<file path="config.mk">
export PLATFORM = sky130hd
export DESIGN_NAME = bin2bcd_seq
export DESIGN_NICKNAME = d
export VERILOG_FILES = /design/src/rtl/bcd_pkg.sv /design/src/rtl/bcd_digit_adj.sv /design/src/rtl/bin2bcd_seq.sv
export SDC_FILE = /design/constraint.sdc
export NUM_CORES = 1
export LEC_CHECK = 0
export BUFFER_PORTS_ARGS = -buffer_cell sky130_fd_sc_hd__clkbuf_2
export CAP_MARGIN = 25
export CORE_MARGIN = 2
export CORE_UTILIZATION = 61
export CTS_BUF_LIST = sky130_fd_sc_hd__clkbuf_4 sky130_fd_sc_hd__clkbuf_8
export CTS_CLUSTER_SIZE = 8
export DETAILED_ROUTE_END_ITERATION = 8
export GPL_TIMING_DRIVEN = 1
export PLACE_DENSITY = 0.84
export SLEW_MARGIN = 10
export SYNTH_ARGS = -nofsm -noshare
export SYNTH_HDL_FRONTEND = slang
export SYNTH_SLANG_ARGS = --single-unit
</file>
<file path="constraint.sdc">
create_clock -name clk -period 4.3 [get_ports clk]
set_input_delay 0 -clock clk [delete_from_list [all_inputs] [get_ports clk]]
set_output_delay 0 -clock clk [all_outputs]
set_load 0.01 [all_outputs]
</file>
<file path="src/rtl/bcd_pkg.sv">
// +------------------------------------------------------------------+
// | bcd_pkg: shared types and constants for the binary-to-BCD path    |
// | Rev 1.0                                                          |
// +------------------------------------------------------------------+
`default_nettype none

package bcd_pkg;

  typedef enum logic [1:0] {
    IDLE  = 2'd0,
    SHIFT = 2'd1,
    DONE  = 2'd2
  } conv_state_t;

  localparam int BCD_DIGIT_W = 4;

  localparam logic [BCD_DIGIT_W-1:0] BCD_ADJ_THRESH = 4'd5;
  localparam logic [BCD_DIGIT_W-1:0] BCD_ADJ_ADD    = 4'd3;

endpackage

`default_nettype wire

</file>
<file path="src/rtl/bcd_digit_adj.sv">
// +------------------------------------------------------------------+
// | bcd_digit_adj: combinational "if >= 5 add 3" double-dabble cell   |
// | Rev 1.0                                                          |
// +------------------------------------------------------------------+
`default_nettype none

module bcd_digit_adj
  import bcd_pkg::*;
(
  input  logic [BCD_DIGIT_W-1:0] digit_in,
  output logic [BCD_DIGIT_W-1:0] digit_out
);

  always_comb begin
    digit_out = digit_in;
    if (digit_in >= BCD_ADJ_THRESH) begin
      digit_out = digit_in + BCD_ADJ_ADD;
    end
  end

endmodule

`default_nettype wire

</file>
<file path="src/rtl/bin2bcd_seq.sv">
// +------------------------------------------------------------------+
// | bin2bcd_seq: sequential double-dabble converter, one bit / clock  |
// | Rev 1.0                                                          |
// +------------------------------------------------------------------+
`default_nettype none

module bin2bcd_seq
  import bcd_pkg::*;
#(
  parameter int BIN_W  = 32,
  parameter int DIGITS = 10
) (
  input  logic                          clk,
  input  logic                          rst_n,
  input  logic                          start,
  input  logic [BIN_W-1:0]              bin_in,
  output logic                          ready,
  output logic                          done_tick,
  output logic [BCD_DIGIT_W*DIGITS-1:0] bcd_out,
  output logic                          overflow
);

  localparam int SCR_W = BCD_DIGIT_W * DIGITS;
  localparam int CNT_W = (BIN_W > 1) ? $clog2(BIN_W) : 1;
  localparam logic [CNT_W-1:0] CNT_LOAD = CNT_W'(BIN_W - 1);
  localparam logic [CNT_W-1:0] CNT_ONE  = CNT_W'(1);

  conv_state_t state, state_d;

  logic [BIN_W-1:0]       bin_sr;
  logic [SCR_W-1:0]       scratch;
  logic [SCR_W-1:0]       adj;
  logic [SCR_W+BIN_W-1:0] shifted;
  logic [CNT_W-1:0]       cnt;
  logic                   sticky;

  logic load;
  logic shift_en;
  logic finish;

  generate
    for (genvar g = 0; g < DIGITS; g++) begin : g_adj
      bcd_digit_adj u_adj (
        .digit_in  (scratch[g*BCD_DIGIT_W +: BCD_DIGIT_W]),
        .digit_out (adj[g*BCD_DIGIT_W +: BCD_DIGIT_W])
      );
    end
  endgenerate

  // Adjusted scratch and remaining binary bits move left as one word.
  assign shifted = {adj, bin_sr} << 1;

  always_ff @(posedge clk) begin
    if (!rst_n) begin
      state <= IDLE;
    end else begin
      state <= state_d;
    end
  end

  always_comb begin
    state_d   = state;
    ready     = 1'b0;
    done_tick = 1'b0;
    load      = 1'b0;
    shift_en  = 1'b0;
    finish    = 1'b0;
    case (state)
      IDLE: begin
        ready = 1'b1;
        if (start) begin
          load    = 1'b1;
          state_d = SHIFT;
        end
      end
      SHIFT: begin
        shift_en = 1'b1;
        if (cnt == '0) begin
          state_d = DONE;
        end
      end
      DONE: begin
        done_tick = 1'b1;
        finish    = 1'b1;
        state_d   = IDLE;
      end
      default: begin
        state_d = IDLE;
      end
    endcase
  end

  always_ff @(posedge clk) begin
    if (!rst_n) begin
      bin_sr   <= '0;
      scratch  <= '0;
      cnt      <= '0;
      sticky   <= 1'b0;
      bcd_out  <= '0;
      overflow <= 1'b0;
    end else begin
      if (load) begin
        bin_sr  <= bin_in;
        scratch <= '0;
        sticky  <= 1'b0;
        cnt     <= CNT_LOAD;
      end
      if (shift_en) begin
        {scratch, bin_sr} <= shifted;
        // Carry out of the top digit means the value needs more digits.
        if (adj[SCR_W-1]) begin
          sticky <= 1'b1;
        end
        if (cnt != '0) begin
          cnt <= cnt - CNT_ONE;
        end
      end
      if (finish) begin
        bcd_out  <= sticky ? {DIGITS{4'h9}} : scratch;
        overflow <= sticky;
      end
    end
  end

endmodule

`default_nettype wire

</file>
==> flow_metrics.py <==
metrics = {
    "detailed_routing": {
        "detailed_router_s_first_iteration_violation_count": 153,
        "finalWirelength_mm": 12.4,
        "drt_pre_antenna_iters": 5,
        "drt.antenna.violating_nets": 0,
        "detail_route.vias_per_cell": 5.73,
        "avgRoutedWirePerCell_um": 15.2,
        "drt_drc_violations_left": 0,
        "detailroute.via_count": 4664,
    },
    "synthesis": {
        "synthesis.nets": 654,
        "synth_cell_types": 35,
        "postSynthAreaPerCell_um2": 9.08,
        "synth_cells": 598,
        "post_synthesis_sequential_element_count": 121,
        "seq_area_frac_synth_pct": 44.6,
        "synth_area_um2": 5430,
        "ys_warn_count": 0,
    },
    "finish": {
        "area_delta_synth_final_pct": 22.6,
        "filler_cell_count": 609,
        "finish.instance_area_um2": 6650,
        "layout.nets": 749,
        "fin_util_pct": 76.7,
        "drive_gt1_share_pct": 19.8,
        "antenna_cells": 0,
        "commonest_non_fill_non_tap_cell_in_the_layout": "sky130_fd_sc_hd__dfxtp_1",
        "layout.cells.non_filler": 814,
        "most-common-layout-cells": "121 x sky130_fd_sc_hd__dfxtp_1, 77 x sky130_fd_sc_hd__clkbuf_2, 63 x sky130_fd_sc_hd__a21boi_0",
    },
    "grt": {
        "via_count_of_the_first_global_routing_pass": 4630,
        "antenna_violations_before_repair": 0,
        "gr-usage-all-layers_pct": 26.4,
        "grt_first_pass_wirelength_mm": 21.1,
        "grt_start_max_net_pins": 58,
        "congestion_overflow_gr": 0,
    },
    "job": {
        "max_cap_violations": 0,
    },
    "sta": {
        "tightest_slew_ps": 928,
        "timing.clock.skew_ps": 9.25,
        "totalNegativeSetupSlack_ps": 0,
        "slew-limit-headroom_pct": 38.2,
        "fin_crit_sh_pct": 56.0,
        "final_hold_viol_count": 0,
        "rsz0062_at_grt": "false",
        "setup_ws_ps": 1890,
        "finalSetupViolCount": 0,
        "report.final.slew_viol_count": 0,
        "upper_clock_frequency_limit_ghz": 0.415,
        "final_period_minus_worst_setup_slack_ps": 2410,
    },
    "worst_hold_path": {
        "hp-class": "in -> reg",
    },
    "cts": {
        "cts_htree_levels": 4,
        "num_clock_sinks": 121,
        "root_buffer": "sky130_fd_sc_hd__clkbuf_8",
        "cts_inserted_buffers": 17,
        "cts_buffer_depth": 2,
        "clk_latency_ps": 420,
        "postCtsSetupBuffers": 0,
        "cts_tree": "done",
        "clk_pin_slew_worst_paths_ps": 70,
    },
    "worst_setup_path": {
        "cp-end-kind": "output port",
        "req_time_crit_path_ps": 4300,
        "cp-start-kind": "register",
        "worst-path-max-fanout": 52,
        "path_class": "reg -> out",
        "critical_path_arrival_ps": 2410,
    },
    "floorplanning": {
        "chipHeight_um": 98.3,
        "start_util_pct": 62.5,
        "coreArea_um2": 8680,
        "die_w_um": 98.3,
        "die_area_um2": 9670,
        "rows": 34,
        "io_pins": 78,
    },
    "power_and_ir_drop": {
        "power.density_nw_per_um2": 380,
        "static-leakage-power_nw": 2.59,
        "worst_voltage_drop_across_the_vdd_grid_mv": 0.209,
    },
    "placed_design": {
        "buffer_ports.inserted": 77,
        "placedInstanceArea_um2": 5850,
        "pre_cts_ws_ps": 1790,
        "cell_total_after_placement": 747,
        "place_hpwl_mm": 7.49,
        "gp_congestion": 0.831,
    },
    "outcome": {
        "result_of_the_run": "completed",
    },
}
## Yosys cell counts (all sizes together)
cell     number  area [µm²]
dfxtp       121        2420
a21boi       63         473
nand2        61         229
nor3         39         195
a22oi        31         233
clkbuf       31         116
nor2         27         101
inv          24        90.1
nor3b        22         165
ha           21         263
o21ai        20         100
o2bb2ai      20         175
nand2b       12        75.1
or3          12        75.1
a21oi        11        55.1
buf          11        51.3
mux2         10         113
nand3        10        50.1
nand3b       10        75.1
xnor2        10        87.6
xor2         10        87.6
a21o          9        67.6
and2          2        16.3
o221a         2        22.5
a32o          1        10.0
mux2i         1        10.0
nor2b         1        6.26
o211a         1        10.0
o22a          1        10.0
o311a         1        11.3
o32ai         1        8.76
or2           1        8.76
or4b          1        13.8
## state kept, by name (all words and copies together) (netlist names)
name / cells
cnt: 5
overflow: 1
bin_sr: 32
sticky: 1
bcd_out: 40
scratch: 40
state: 2
## power by group
part           internal, W  total, W  switching, W
sequential         0.00116   0.00119     0.0000276
clock             0.000624   0.00107      0.000441
combinational     0.000117  0.000271      0.000153
total              0.00191   0.00253      0.000622
## area by class of cell
cell class / count / area, µm² / share of cell area, %
clock buffer: 21 / 283 / 4.25
clock inverter: 11 / 145 / 2.18
inverter: 24 / 90.1 / 1.35
multi-input combinational: 411 / 2770 / 41.6
sequential: 121 / 2420 / 36.4
tap: 108 / 135 / 2.03
timing repair buffer: 118 / 811 / 12.2
## path summary, 6_finish.rpt
kind	from	end	slack [ps]	cells past startpoint
worst max-delay path	state[0]	done_tick	1890	4
worst min-delay path	rst_n	cnt[0]	270	2
worst min register to register	bcd_out[26]	bcd_out[26]	470	2
worst max register to register	state[1]	bin_sr[28]	2000	6
## through the flow
step           total power, W  hold slack [ps]
2_1_floorplan         0.00138              144
3_3_place_gp          0.00144              242
3_5_place_dp          0.00146              257
4_1_cts               0.00254              243
5_1_grt               0.00263              315
6_report              0.00253              267
## what timing repair did
item / in CTS / in global routing
setup endpoints to repair: 0 / 0
hold buffers: 33 / 0
endpoints found under the hold margin: 33 / 0
resized for setup: 0 / 0
## critical path, stage by stage, from the launching register on
cell and delay, ps:
sky130_fd_sc_hd__dfxtp_1 410, sky130_fd_sc_hd__nand2b_2 760, sky130_fd_sc_hd__inv_1 400, sky130_fd_sc_hd__buf_16 280, sky130_fd_sc_hd__clkbuf_2 130
## cell families after synthesis
kind of cell               synth area share (%)
AOI/OAI and AO/OA                          21.7
xor gates and xnor gates                   3.23
adders and majority gates                  4.84
buffers and inverters                      4.75
DFF                                        44.6
muxes                                      2.26
and+or+nand+nor                            18.6
## layer usage
layer	share of wire, %	vias up	track usage (%)	routed length (µm)
li1	-	2294	-	-
met1	43	2203	31.8	5260
met2	51	148	45.8	6280
met3	5.3	19	6.16	659
met4	1.4	0	9.59	171
met5	0	-	0	0
Note: power is estimated with default switching activity, not from simulation.
